### src/rtl/alu_exec_unit_pkg.sv
// alu_exec_unit_pkg: ALUCtrl codes, FSM states and the shift-op decode shared by the execute ALU
package alu_exec_unit_pkg;
  localparam int XLEN_DEF = 32;
  typedef enum logic [3:0] {
    ALU_AND = 4'b0000,
    ALU_OR  = 4'b0001,
    ALU_ADD = 4'b0010,
    ALU_XOR = 4'b0011,
    ALU_SUB = 4'b0110,
    ALU_SLT = 4'b0111,
    ALU_SLL = 4'b1000,
    ALU_SRL = 4'b1001,
    ALU_SRA = 4'b1010
  } aluctrl_e;
  typedef enum logic [1:0] {
    ST_IDLE  = 2'd0,
    ST_SHIFT = 2'd1,
    ST_DONE  = 2'd2
  } state_e;
  function automatic logic is_shift(input logic [3:0] c);
    return c == ALU_SLL || c == ALU_SRL || c == ALU_SRA;
  endfunction
endpackage

### src/rtl/alu_exec_unit_shift_iter.sv
// alu_shift_iter: one-bit-per-cycle shifter with a working register and a down-counter
module alu_shift_iter #(
  parameter int XLEN    = 32,
  parameter int SHAMT_W = $clog2(XLEN)
) (
  input  logic               clk_i,
  input  logic               rst_i,
  input  logic               load_i,
  input  logic               left_i,
  input  logic               arith_i,
  input  logic [XLEN-1:0]    a_i,
  input  logic [SHAMT_W-1:0] shamt_i,
  output logic               busy_o,
  output logic               last_o,
  output logic [XLEN-1:0]    next_o
);
  logic [XLEN-1:0]    val_q;
  logic [SHAMT_W-1:0] cnt_q;
  logic               left_q, arith_q;
  // value after one more step; SRA re-inserts the top bit, which never changes during SRA
  always_comb begin
    next_o = left_q ? {val_q[XLEN-2:0], 1'b0} : {arith_q & val_q[XLEN-1], val_q[XLEN-1:1]};
    busy_o = cnt_q != '0;
    last_o = cnt_q == SHAMT_W'(1);
  end
  // load on accept, then shift and count down while work remains
  always_ff @(posedge clk_i) begin
    if (rst_i) begin
      val_q   <= '0;
      cnt_q   <= '0;
      left_q  <= 1'b0;
      arith_q <= 1'b0;
    end else if (load_i) begin
      val_q   <= a_i;
      cnt_q   <= shamt_i;
      left_q  <= left_i;
      arith_q <= arith_i;
    end else if (busy_o) begin
      val_q <= next_o;
      cnt_q <= cnt_q - SHAMT_W'(1);
    end
  end
endmodule

### src/rtl/alu_exec_unit.sv
// alu_exec_unit: execute-stage ALU with single-cycle logic/arith ops and iterative shifts
module alu_exec_unit
  import alu_exec_unit_pkg::*;
#(
  parameter int XLEN    = XLEN_DEF,
  parameter int SHAMT_W = $clog2(XLEN)
) (
  input  logic            clk_i,
  input  logic            rst_i,
  input  logic            valid_i,
  output logic            ready_o,
  input  logic [3:0]      aluctrl_i,
  input  logic [XLEN-1:0] op_a_i,
  input  logic [XLEN-1:0] op_b_i,
  output logic [XLEN-1:0] result_o,
  output logic            zero_o,
  output logic            done_o,
  output logic            illegal_o
);
  state_e             state_q, state_d;
  logic               hs, shift_op, sh_load, sh_busy, sh_last, sh_fin, legal, illegal_q;
  logic [SHAMT_W-1:0] shamt;
  logic [XLEN-1:0]    alu_res, fast_res, sh_next;
  assign hs       = valid_i & ready_o;
  assign shift_op = is_shift(aluctrl_i);
  assign shamt    = op_b_i[SHAMT_W-1:0];
  assign sh_load  = hs & shift_op & (shamt != '0);
  assign sh_fin   = (state_q == ST_SHIFT) & sh_last;
  assign fast_res = shift_op ? op_a_i : alu_res;
  alu_shift_iter #(.XLEN(XLEN), .SHAMT_W(SHAMT_W)) u_shift (
    .clk_i  (clk_i),
    .rst_i  (rst_i),
    .load_i (sh_load),
    .left_i (aluctrl_i == ALU_SLL),
    .arith_i(aluctrl_i == ALU_SRA),
    .a_i    (op_a_i),
    .shamt_i(shamt),
    .busy_o (sh_busy),
    .last_o (sh_last),
    .next_o (sh_next)
  );
  // single-cycle datapath; unknown codes yield zero and flag illegal
  always_comb begin
    alu_res = '0;
    legal   = 1'b1;
    case (aluctrl_i)
      ALU_AND: alu_res = op_a_i & op_b_i;
      ALU_OR:  alu_res = op_a_i | op_b_i;
      ALU_ADD: alu_res = op_a_i + op_b_i;
      ALU_XOR: alu_res = op_a_i ^ op_b_i;
      ALU_SUB: alu_res = op_a_i - op_b_i;
      ALU_SLT: alu_res = {{(XLEN-1){1'b0}}, $signed(op_a_i) < $signed(op_b_i)};
      ALU_SLL, ALU_SRL, ALU_SRA: alu_res = '0;
      default: legal = 1'b0;
    endcase
  end
  // state register
  always_ff @(posedge clk_i) begin
    if (rst_i) state_q <= ST_IDLE;
    else state_q <= state_d;
  end
  // next state: DONE accepts a new request exactly like IDLE
  always_comb begin
    state_d = state_q == ST_SHIFT ? (sh_last ? ST_DONE : ST_SHIFT)
            : hs ? (sh_load ? ST_SHIFT : ST_DONE) : ST_IDLE;
  end
  // handshake and completion outputs
  always_comb begin
    ready_o   = (state_q != ST_SHIFT) & ~sh_busy;
    done_o    = state_q == ST_DONE;
    illegal_o = done_o & illegal_q;
  end
  // result registers load on the edge that enters DONE and hold otherwise
  always_ff @(posedge clk_i) begin
    if (rst_i) begin
      result_o  <= '0;
      zero_o    <= 1'b1;
      illegal_q <= 1'b0;
    end else if (hs & ~sh_load) begin
      result_o  <= fast_res;
      zero_o    <= fast_res == '0;
      illegal_q <= ~legal;
    end else if (sh_fin) begin
      result_o  <= sh_next;
      zero_o    <= sh_next == '0;
      illegal_q <= 1'b0;
    end
  end
endmodule
### config.mk
export PLATFORM = sky130hd
export DESIGN_NAME = alu_exec_unit
export DESIGN_NICKNAME = d
export VERILOG_FILES = /design/src/rtl/alu_exec_unit_pkg.sv /design/src/rtl/alu_exec_unit_shift_iter.sv /design/src/rtl/alu_exec_unit.sv
export SDC_FILE = /design/constraint.sdc
export NUM_CORES = 1
export LEC_CHECK = 0
export ABC_AREA = 1
export CORE_UTILIZATION = 40
export CTS_CLUSTER_DIAMETER = 100
export DETAILED_ROUTE_END_ITERATION = 6
export PLACE_DENSITY = 0.56
export SYNTH_ARGS = -nofsm -noshare
export SYNTH_HDL_FRONTEND = slang
export SYNTH_HIERARCHICAL = 1
export SYNTH_SLANG_ARGS = --single-unit
### constraint.sdc
create_clock -name clk_i -period 5.3 [get_ports clk_i]
set_input_delay 1.06 -clock clk_i [delete_from_list [all_inputs] [get_ports clk_i]]
set_output_delay 1.06 -clock clk_i [all_outputs]
set_load 0.01 [all_outputs]
Word level (Yosys, flattened, before mapping)
Cells that the tools add are included.
{"block": "totals", "ff_bits": 75, "input_bits": 71, "out_inout_bits": 36, "elab_cells": 66}
{"block": "op_classes", "addsub": 3, "n_lt_le_gt_ge": 1, "eq_ne": 12, "muxes": 18, "bitwise": 14, "reduce_logical": 10}
{"cell": "$mux W32", "n": 6}
{"cell": "$pmux W32 S6", "n": 1}
{"cell": "$logic_not A32 Y1", "n": 2}
{"cell": "$add A32 B32 Y32", "n": 1}
{"cell": "$and A32 B32 Y32", "n": 1}
{"cell": "$lt A32 B32 Y1", "n": 1}
{"cell": "$or A32 B32 Y32", "n": 1}
{"cell": "$sub A32 B32 Y32", "n": 1}
{"cell": "$xor A32 B32 Y32", "n": 1}
{"cell": "$eq A4 B4 Y1 const B", "n": 3}
{"cell": "$mux W5", "n": 2}
{"cell": "$reduce_bool A5 Y1", "n": 2}
{"cell": "$reduce_or A9 Y1", "n": 1}
{"cell": "$and A1 B1 Y1", "n": 8}
{"cell": "$eq A4 B2 Y1 const B", "n": 2}
{"cell": "$eq A4 B3 Y1 const B", "n": 2}
{"cell": "$mux W2", "n": 4}
{"cell": "$eq A5 B1 Y1 const B", "n": 1}
{"cell": "$mux W1", "n": 5}
{"cell": "$sub A5 B1 Y5 const B", "n": 1}
{"cell": "$eq A4 B1 Y1 const B", "n": 1}
{"cell": "$logic_not A4 Y1", "n": 1}
{"cell": "$reduce_bool A2 Y1", "n": 2}
{"cell": "$not A1 Y1", "n": 3}
{"cell": "4 further kinds", "n": 5}

Depth between registers and ports, before layout
Gate-level depths: netlist of run 1.
{"block": "logic_depth", "word_depth": 9, "mapped_depth": 24, "ltp_nobuf": 23}

Cells and area by module
The synthesis of run 1 kept the hierarchy.
{"mod": "alu_exec_unit", "n_inst": 1, "cells_per_inst": 1663, "area_per_inst_um2": 8709.6, "seq_area_each_um2": 720.7}
{"mod": "alu_shift_iter", "n_inst": 1, "cells_per_inst": 392, "area_per_inst_um2": 2282.2, "seq_area_each_um2": 780.7}

Least setup slack after synthesis of run 1
No wires, ideal clock.
{"block": "synth_timing", "path_kind": "input -> register", "start": "input op_a_i[0]", "end": "register zero_o", "setup_ns": 0.058, "arrival_ns": 2.998, "required_ns": 5.242, "path_slack_ns": 2.244, "stages": 22, "path_buffers": 0, "path_cell_list": "ha_1 > inv_1 > fa_1 > inv_1 > nand3_1 > nand2_2 > nand2_2 > nand2_1 > nand2_1 > nand2_1 > nand2_1 > nand2_1 > nand2_1 > nand3_1 > nand3_1 > nor2_1 > nand3_1 > nor2_1 > nand3_1 > nand2_1 > nand2_1 > nand2_1"}
{"block": "synth_via", "elab_chain_cells": 5, "elab_cells_between_ends": 10, "classes_between": "2 x add/sub; 1 x order compare; 3 x mux; 3 x bitwise; 1 x reduce/logical"}
{"item": "start, declared", "line": "alu_exec_unit.sv:13", "rtl": "input logic [XLEN-1:0] op_a_i,"}
{"item": "$sub A32 B32 Y32 (tied with other cells)", "line": "alu_exec_unit.sv:51", "rtl": "ALU_SUB: alu_res = op_a_i - op_b_i;"}
{"item": "$pmux W32 S6", "line": "alu_exec_unit.sv:46", "rtl": "case (aluctrl_i)"}
{"item": "$mux W32 (*)", "line": "alu_exec_unit.sv:29", "rtl": "assign fast_res = shift_op ? op_a_i : alu_res;"}
{"item": "$logic_not A32 Y1 (*)", "line": "alu_exec_unit.sv:81", "rtl": "zero_o <= fast_res == '0;"}
{"item": "$mux W1 (*)", "line": "alu_exec_unit.sv:79", "rtl": "end else if (hs & ~sh_load) begin"}
{"item": "end signal, assigned", "line": "alu_exec_unit.sv:77", "rtl": "zero_o <= 1'b1;"}
{"item": "end signal, assigned", "line": "alu_exec_unit.sv:81"}
{"item": "end signal, assigned", "line": "alu_exec_unit.sv:85", "rtl": "zero_o <= sh_next == '0;"}
{"item": "end, declared", "line": "alu_exec_unit.sv:16", "rtl": "output logic zero_o,"}
Mark *: on every way between the ends. The rest lies on a longest branch, timed or not.
A chain may end at the register's enable or synchronous reset.

Final worst setup path of run 1
Same ends and word-level chain as after synthesis.

==> results of run 1 <==
-- sequential cells by signal, summed over array words and instances (netlist names) --
name             cells
illegal_q            1
result_o            32
state_q              2
u_shift/arith_q      1
u_shift/cnt_q        5
u_shift/left_q       1
u_shift/val_q       32
zero_o               1
-- layer usage --
layer  share of wire  vias up
met1            0.44     6171
li1                -     6564
met3           0.068      116
met2            0.45      639
met4           0.050        0
met5               0        -
-- worst max-delay path: stages --
cell	delay, ps
clkdlybuf4s50_1	630
ha_1	370
inv_1	90
fa_1	390
inv_1	140
nand3_1	120
nand2_2	190
nand2_2	70
nand2_1	180
nand2_1	100
nand2_1	120
nand2_1	60
nand3_1	120
nand4_1	270
nor3_1	220
nand3_1	150
nor2_1	150
nand3_1	90
nand2_1	70
nand2_1	50
nand2_1	60
-- cells in the final DEF (no fill, tap or decap), types with 44 or more instances in the layout --
cell type / instances
a21oi_1: 131
clkdlybuf4s50_1: 105
dfxtp_1: 75
ha_1: 101
inv_1: 291
nand2_1: 763
nand3_1: 161
nand4_1: 44
nor2_1: 178
o21ai_0: 57
-- cell type report --
cell class              instances  share of cell area
multi-input cells            1574               0.626
flip-flops and latches         75               0.121
repair buffers                128              0.0982
inverters                     322              0.0973
well taps                     341              0.0343
clock buffers                  12              0.0214
clock inverters                 3             0.00171
-- kinds of logic after synthesis --
| kind of cell | Yosys count | synth area share |
|---|---|---|
| AOI/OAI and AO/OA | 248 | 0.123 |
| xor gates and xnor gates | 1 | 0.000797 |
| adders and majority gates | 103 | 0.119 |
| buffers and inverters | 406 | 0.156 |
| DFF | 75 | 0.137 |
| and+or+nand+nor | 1222 | 0.465 |
-- how the worst max path moves through the flow --
stage | to | depth (start not counted)
2_1_floorplan | zero_o | 22
3_3_place_gp | zero_o | 21
3_5_place_dp | zero_o | 21
4_1_cts | zero_o | 21
5_1_grt | zero_o | 21
6_report | zero_o | 21
-- where the power goes --
| group | switching, mW | internal (mW) |
|---|---|---|
| registers | 0.0648 | 0.651 |
| logic | 1.11 | 0.509 |
| clock network | 0.244 | 0.354 |
==> flow_results.org, run 1 <==
** Run status
- Result of the run :: finished clean

** Routing
- After the first detailed-routing iteration, the DRC count stood at between 1000 and 1500.
- In the routed design, unresolved DRC markers number 0.
- Total detailed-routing wirelength :: 49900 um
- Dividing the detail-routed via count by the number of cells gives 5.49.
- Routed via count :: between 10000 and 15000
- The first TritonRoute pass finished after 6 iterations.
- The count of nets left with antenna violations once routing finished came out at 0.
- Wirelength per Cell :: 20.3 um

** Yosys
- When the netlist entered floorplanning its net count stood at between 2000 and 2500.
- Share of synthesized registers carrying an async set or reset :: 0
- Post-synthesis cell type count :: 45
- In this run the cell area of the synthesized design comes to ~11000 um2.
- Yosys instantiated no cell more often than nand2_1.
- Flip-flop and latch count after synthesis :: 75
- Number of flops mapped to enable cells by yosys :: 0
- Of the post-synthesis cell area, the dominant cell type holds 0.261.
- Mean post-synth cell area :: 5.35 um2
- After technology mapping, the gate count stands at between 2000 and 2500.
- Ranked by instance count, the synthesized netlist is headed by nand2_1 (763), inv_1 (291), nor2_1 (182), nand3_1 (161), a21oi_1 (131).
- After synthesis, the cell types taking the most area are nand2_1 (26%), dfxtp_1 (14%), ha_1 (11%), inv_1 (9.9%), nand3_1 (7.3%).
- For this run, the leading register cell type out of synthesis is dfxtp_1.
- For this run, the number of Yosys warnings is 6.
- The biggest area contributor in the post-synthesis netlist is nand2_1.
- Of the synthesized area, sequential elements account for 0.137.

** Setup path
- The startpoint identified for the worst register-to-register timing path is u_shift/cnt_q[0].
- The number of cells on the worst reg-to-reg path is 12.
- STA classifies the critical path startpoint as an input port.
- Internal reg-to-reg setup slack :: 1840 ps
- Type of destination of the critical path :: flip-flop
- Of all nets on the critical path, the largest fanout is 5.
- WP data required :: 5580 ps
- Data on the critical path arrives at its endpoint at roughly 4700 ps.
- Crit path launch :: op_a_i[0]
- The critical path in this run is classified as input port to flip-flop.
- The worst register-to-register path ends at u_shift/val_q[13].

** STA
- Worst Tran Pin Value :: 872 ps
- Min setup slack post-route :: between 800 and 900 ps
- Final hold analysis gives a worst-case slack of 466 ps.
- Worst slew margin relative to its limit :: 0.418
- Summed over all failing endpoints, the final setup total negative slack is 0 ps.
- Timing would allow up to between 0.2 and 0.25 GHz.
- Unrepaired setup endpoints after global routing :: no
- The count of endpoints failing hold in the final timing report was 0.
- The max-slew violation total from the final report came to 0.
- Setup violations remaining at the end of the flow were counted as 0.
- The clock arrives with roughly 8.6 ps of skew.
- Final period util :: 0.835
- Counting I/O delays and the setup requirement, the final critical path takes 4430 ps.

** Global routing
- Most used routing layer :: met2
- The first global-routing pass estimated 74500 um of wire.
- Entering global routing, the biggest net connects 40 pins.
- For met2 alone, demand over resource in global routing was 0.571.
- Summed over all layers, the global routing overflow is 0.
- Met3 layer usage reported by global route :: 0.0423
- For this run, global-route usage on met1 was measured as 0.462.
- Global routing usage summed across all routing layers :: 0.351
- Vias in the first global route :: ~12000
- The initial antenna violation count came to 0.

** Cells and area
- The area growth from synthesis to layout is 13.1%.
- Fin area :: 12400 um2
- Antenna fix cells :: 0
- Fraction of final layout cells with drive strength greater than 1 :: 0.0535
- Counting the fill cells in the layout gives 3022.
- Area of all sequential standard cells :: about 1500 um2
- The finished layout holds ~2500 standard cells, fillers aside.
- Post-layout utilization of the core :: 0.461
- Total area of multi-input combinational cells :: 7780 um2
- Post-layout net count :: 2284

** Clock network
- Number of buffers inserted by hold repair at cts :: 0
- In this run the clock root is driven by a clkbuf_16.
- # Post-CTS Setup Buffers :: 0
- For the worst-skew pair, the clock arrives at the later sink with an insertion delay of 340 ps.
- Number of cells upsized or downsized after cts :: 0
- CTS max path bufs :: 2
- CTS tree :: yes
- TritonCTS Buffers :: 9
- Number of clock sinks :: 75
- CTS built an H-tree with a depth of 3.
- After clock tree synthesis, the clock-pin slew on the worst setup and hold paths is 60 ps.

** Flow run
- Number of violations of the max-capacitance limit :: 0

** Placement
- Final HPWL from detailed placement :: between 30000 and 40000 um
- DP Cell Count :: 2440
- Pre-CTS setup slack :: a little over 600 ps
- Standard cell area after detailed placement :: 12100 um2
- GP Congestion :: 1.03
- IO Port Bufs :: around 110

** Min path
- Worst hold path type :: flip-flop to flip-flop
- The worst hold path begins at result_o[20].
- The path with the worst hold slack has its endpoint at result_o[20].
- Hold-critical path depth :: 2

** Floorplan
- The region available for standard cell placement spans 27000 um2.
- In this run the horizontal extent of the chip is between 150 and 200 um.
- The initial utilization of the core area, before any placement, comes to 0.408.
- 107 I/O pins were placed.
- The floorplan has 60 rows.
- The die is between 150 and 200 um tall.
- The floorplan step defined a die boundary enclosing 28100 um2.

** Power
- For this design the ratio of total power to cell area is ~240 nW/um2.
- The design draws 2.93 mW.
- The analysis attributes to cell leakage a power of around 6.4 nW.
- Across the VDD grid, the largest voltage drop is 0.162 mV.
Note: power is estimated with default switching activity, not from simulation.
==> inputs of run 2 (changes only) <==
- clock period: 5.3 -> 4.3 ns (I/O delays scaled with it)
==> flow_results.org, run 2 (same netlist as run 1, synthesis figures left out) <==
** Run status
- Result of the run :: finished clean

** STA
- Setup repair after global routing left no endpoint under its margin.
- Based on the critical path, the design can be clocked at up to 0.247 GHz.
- The worst hold slack across all endpoints is 466 ps (-0.694 ps).
- Setup-failing EPs final :: 0 (unchanged)
- The transition time at the pin with the least slew margin was 716 ps (-156 ps).
- Worst-case clock skew :: 6.62 ps (-1.97 ps)
- The max-slew headroom at the worst pin came to 0.521 (+0.103).
- Min setup slack post-route :: 247 ps (-628 ps)
- The count of endpoints failing hold in the final timing report is 0 (unchanged).
- For the finished layout, the period the worst path requires is 4050 ps.
- Max Transition Viols Final :: 0 (unchanged)
- The sum of negative setup slack came to 0 ps (unchanged).
- Final period util :: 0.943

** Setup path
- WP data required :: 4590 ps (-990 ps)
- The worst-case register-to-register setup slack was 1230 ps (-610 ps).
- Maximum fanout encountered on the critical timing path :: 5 (unchanged)
- The worst register-to-register path ends at u_shift/val_q[31].
- Data arrival, critical path :: 4340 ps (-370 ps)
- The worst setup path is launched from an input port.
- R2R Path Start :: u_shift/cnt_q[0]
- The critical path is of the input port to flip-flop type.
- The worst setup path is captured at a flip-flop.
- Worst reg2reg path depth :: 13 (+1)

** Placement
- Pre-CTS setup slack :: -110 ps (-720 ps)
- IO Port Bufs :: 106 (unchanged)
- Final HPWL from detailed placement :: 41300 um (+3.8%)
- The total instance count after detailed placement was 2525 (+3.5%).
- GP Congestion :: 0.998 (-2.9%)

** Clock network
- CTS tree :: yes
- TritonCTS Buffers :: 9 (unchanged)
- Root Buffer :: clkbuf_16
- The post-cts resize count was 0 (unchanged).
- The clock-pin slew on the worst setup and hold paths was 60 ps (about the same).
- Number of clock sinks :: 75 (unchanged)
- The buffer levels on the longest clock path is 2 (unchanged).
- The post-CTS setup buffer count came to 0 (unchanged).
- CTS H-tree lvls :: 3 (unchanged)
- The later-pin clock latency in the skew report is 340 ps (about the same).
- Number of buffers inserted by hold repair at cts :: 0 (unchanged)

** Global routing
- The pin count of the biggest net entering global routing came to 38 (-5.0%).
- Final global-route overflow total :: 0 (unchanged)
- Global routing usage summed across all routing layers :: 0.356 (+0.00549)
- Antenna violations before repair :: 0 (unchanged)
- The number of global-route vias before repair came to 13000 (+5.9%).
- The global-route wire length before repair is 76200 um (+2.2%).

** Floorplan
- Core Footprint :: 27000 um2 (unchanged)
- Starting density of the core :: 0.408 (unchanged)
- The floorplan die width came to 168 um (unchanged).
- I/O pin count :: 107 (unchanged)
- The area enclosed by the die boundary is 28100 um2 (unchanged).
- Total number of placement rows :: 60 (unchanged)
- Die Y-Extent :: 168 um (unchanged)

** Routing
- 1st-pass router iterations :: 6 (unchanged)
- The aggregate routed wire length came to 50400 um (+1.0%).
- Wirelength per Cell :: 19.8 um (-2.5%)
- The number of DRC violations after detailed-routing iteration 0 is 1382 (-4.7%).
- The via count came to 13700 (+1.6%).
- Post-detailed-route DRC marker count :: 0 (unchanged)
- Vias per cell :: 5.39 (-1.8%)
- Number of nets with antenna violations after detailed routing :: 0 (unchanged)

** Min path
- Worst hold path type :: flip-flop to flip-flop
- The startpoint identified for the worst hold timing path is result_o[31].
- Hold-critical path depth :: 2 (unchanged)
- For hold timing, the worst endpoint is result_o[31].

** Cells and area
- From synthesis to final layout, the design area changed by 19.1%.
- The library cell used most frequently in the layout, excluding fill and tap cells, is nand2_1.
- Top flop regs :: result_o: 32 flops, u_shift/val_q: 32 flops, u_shift/cnt_q: 5 flops
- The post-layout instance count excluding filler cells is 2542 (+3.5%).
- Number of filler instances in the final layout :: 3034 (+0.40%)
- The fraction of final layout cells sized beyond drive strength 1 came to 0.0895 (+0.0361).
- Post-layout net count :: 2369 (+3.7%)
- In the layout the commonest cells are nand2_1 (763), inv_1 (291), nor2_1 (178).

** Power
- The total power divided by cell area is 283 nW/um2 (+20%).
- The leakage power was 6.85 nW (+6.7%).
- Max rail drop VDD :: 0.268 mV (+65%)

** Flow run
- Number of violations of the max-capacitance limit :: 0 (unchanged)
## run 2: cell types whose count changed in the layout (fill, tap and decap cells not counted), sizes merged
cell           before  now
clkinvlp            1    0
dlymetal6s2s        0    1
diode               0    1
buf                23  108
clkbuf             12   15
inv               322  321
clkdlybuf4s50     105  104
## run 2: stage by stage
stage | cell area (um2) | total power [mW] | util
after floorplan | 11000 | 2.17 | -
after global placement | 12800 | 2.94 | 0.475
after detailed placement | 12800 | 2.93 | 0.475
after CTS | 13100 | 3.69 | 0.486
after global routing | 13100 | 3.94 | 0.486
final | 13100 | 3.71 | 0.486
## run 2: critical path: stages
cell and delay [ps]:
clkdlybuf4s50_1 590, ha_1 310, inv_1 80, fa_1 400, inv_1 160, nand3_1 130
nand2_2 180, nand2_2 70, nand2_1 140, nand2_1 90, nand2_1 170, nand2_1 70
nand3_1 70, nand4_1 260, nor3_1 240, nand3_1 160, nor2_1 110, nand3_1 80
nand2_1 60, nand2_1 40, nand2_1 60
## run 2: worst max-delay path by stage
stage	from	to	slack [ps]
global placement	op_a_i[0]	zero_o	-190
finish	op_b_i[0]	zero_o	250
detailed placement	op_a_i[0]	zero_o	-110
global route	op_b_i[0]	zero_o	80
floorplan	op_a_i[0]	zero_o	1440
CTS	op_a_i[0]	zero_o	230
## run 2: power by group
| part | leakage [nW] | total, mW | switching (mW) | internal (mW) |
|---|---|---|---|---|
| Sequential | 0.608 | 0.882 | 0.0800 | 0.802 |
| Clock | 0.146 | 0.746 | 0.292 | 0.454 |
| Combinational | 6.10 | 2.08 | 1.37 | 0.708 |
## run 2: final cells by class
cell class | count | area, um2 | area share
diodes | 1 | 2.50 | 0.000191
multi-input cells | 1574 | 7780 | 0.595
inverters | 322 | 1210 | 0.0924
well taps | 341 | 427 | 0.0326
clock inverters | 1 | 5.00 | 0.000382
repair buffers | 213 | 1870 | 0.143
flip-flops and latches | 75 | 1500 | 0.115
clock buffers | 15 | 288 | 0.0220
## run 2: per-layer routing
metal | global-route usage | routed length (um) | part of all wire
met1 | 0.467 | 22000 | 0.44
met2 | 0.581 | 22500 | 0.45
met3 | 0.0435 | 3340 | 0.066
met4 | 0.167 | 2550 | 0.051
met5 | 0 | 0 | 0
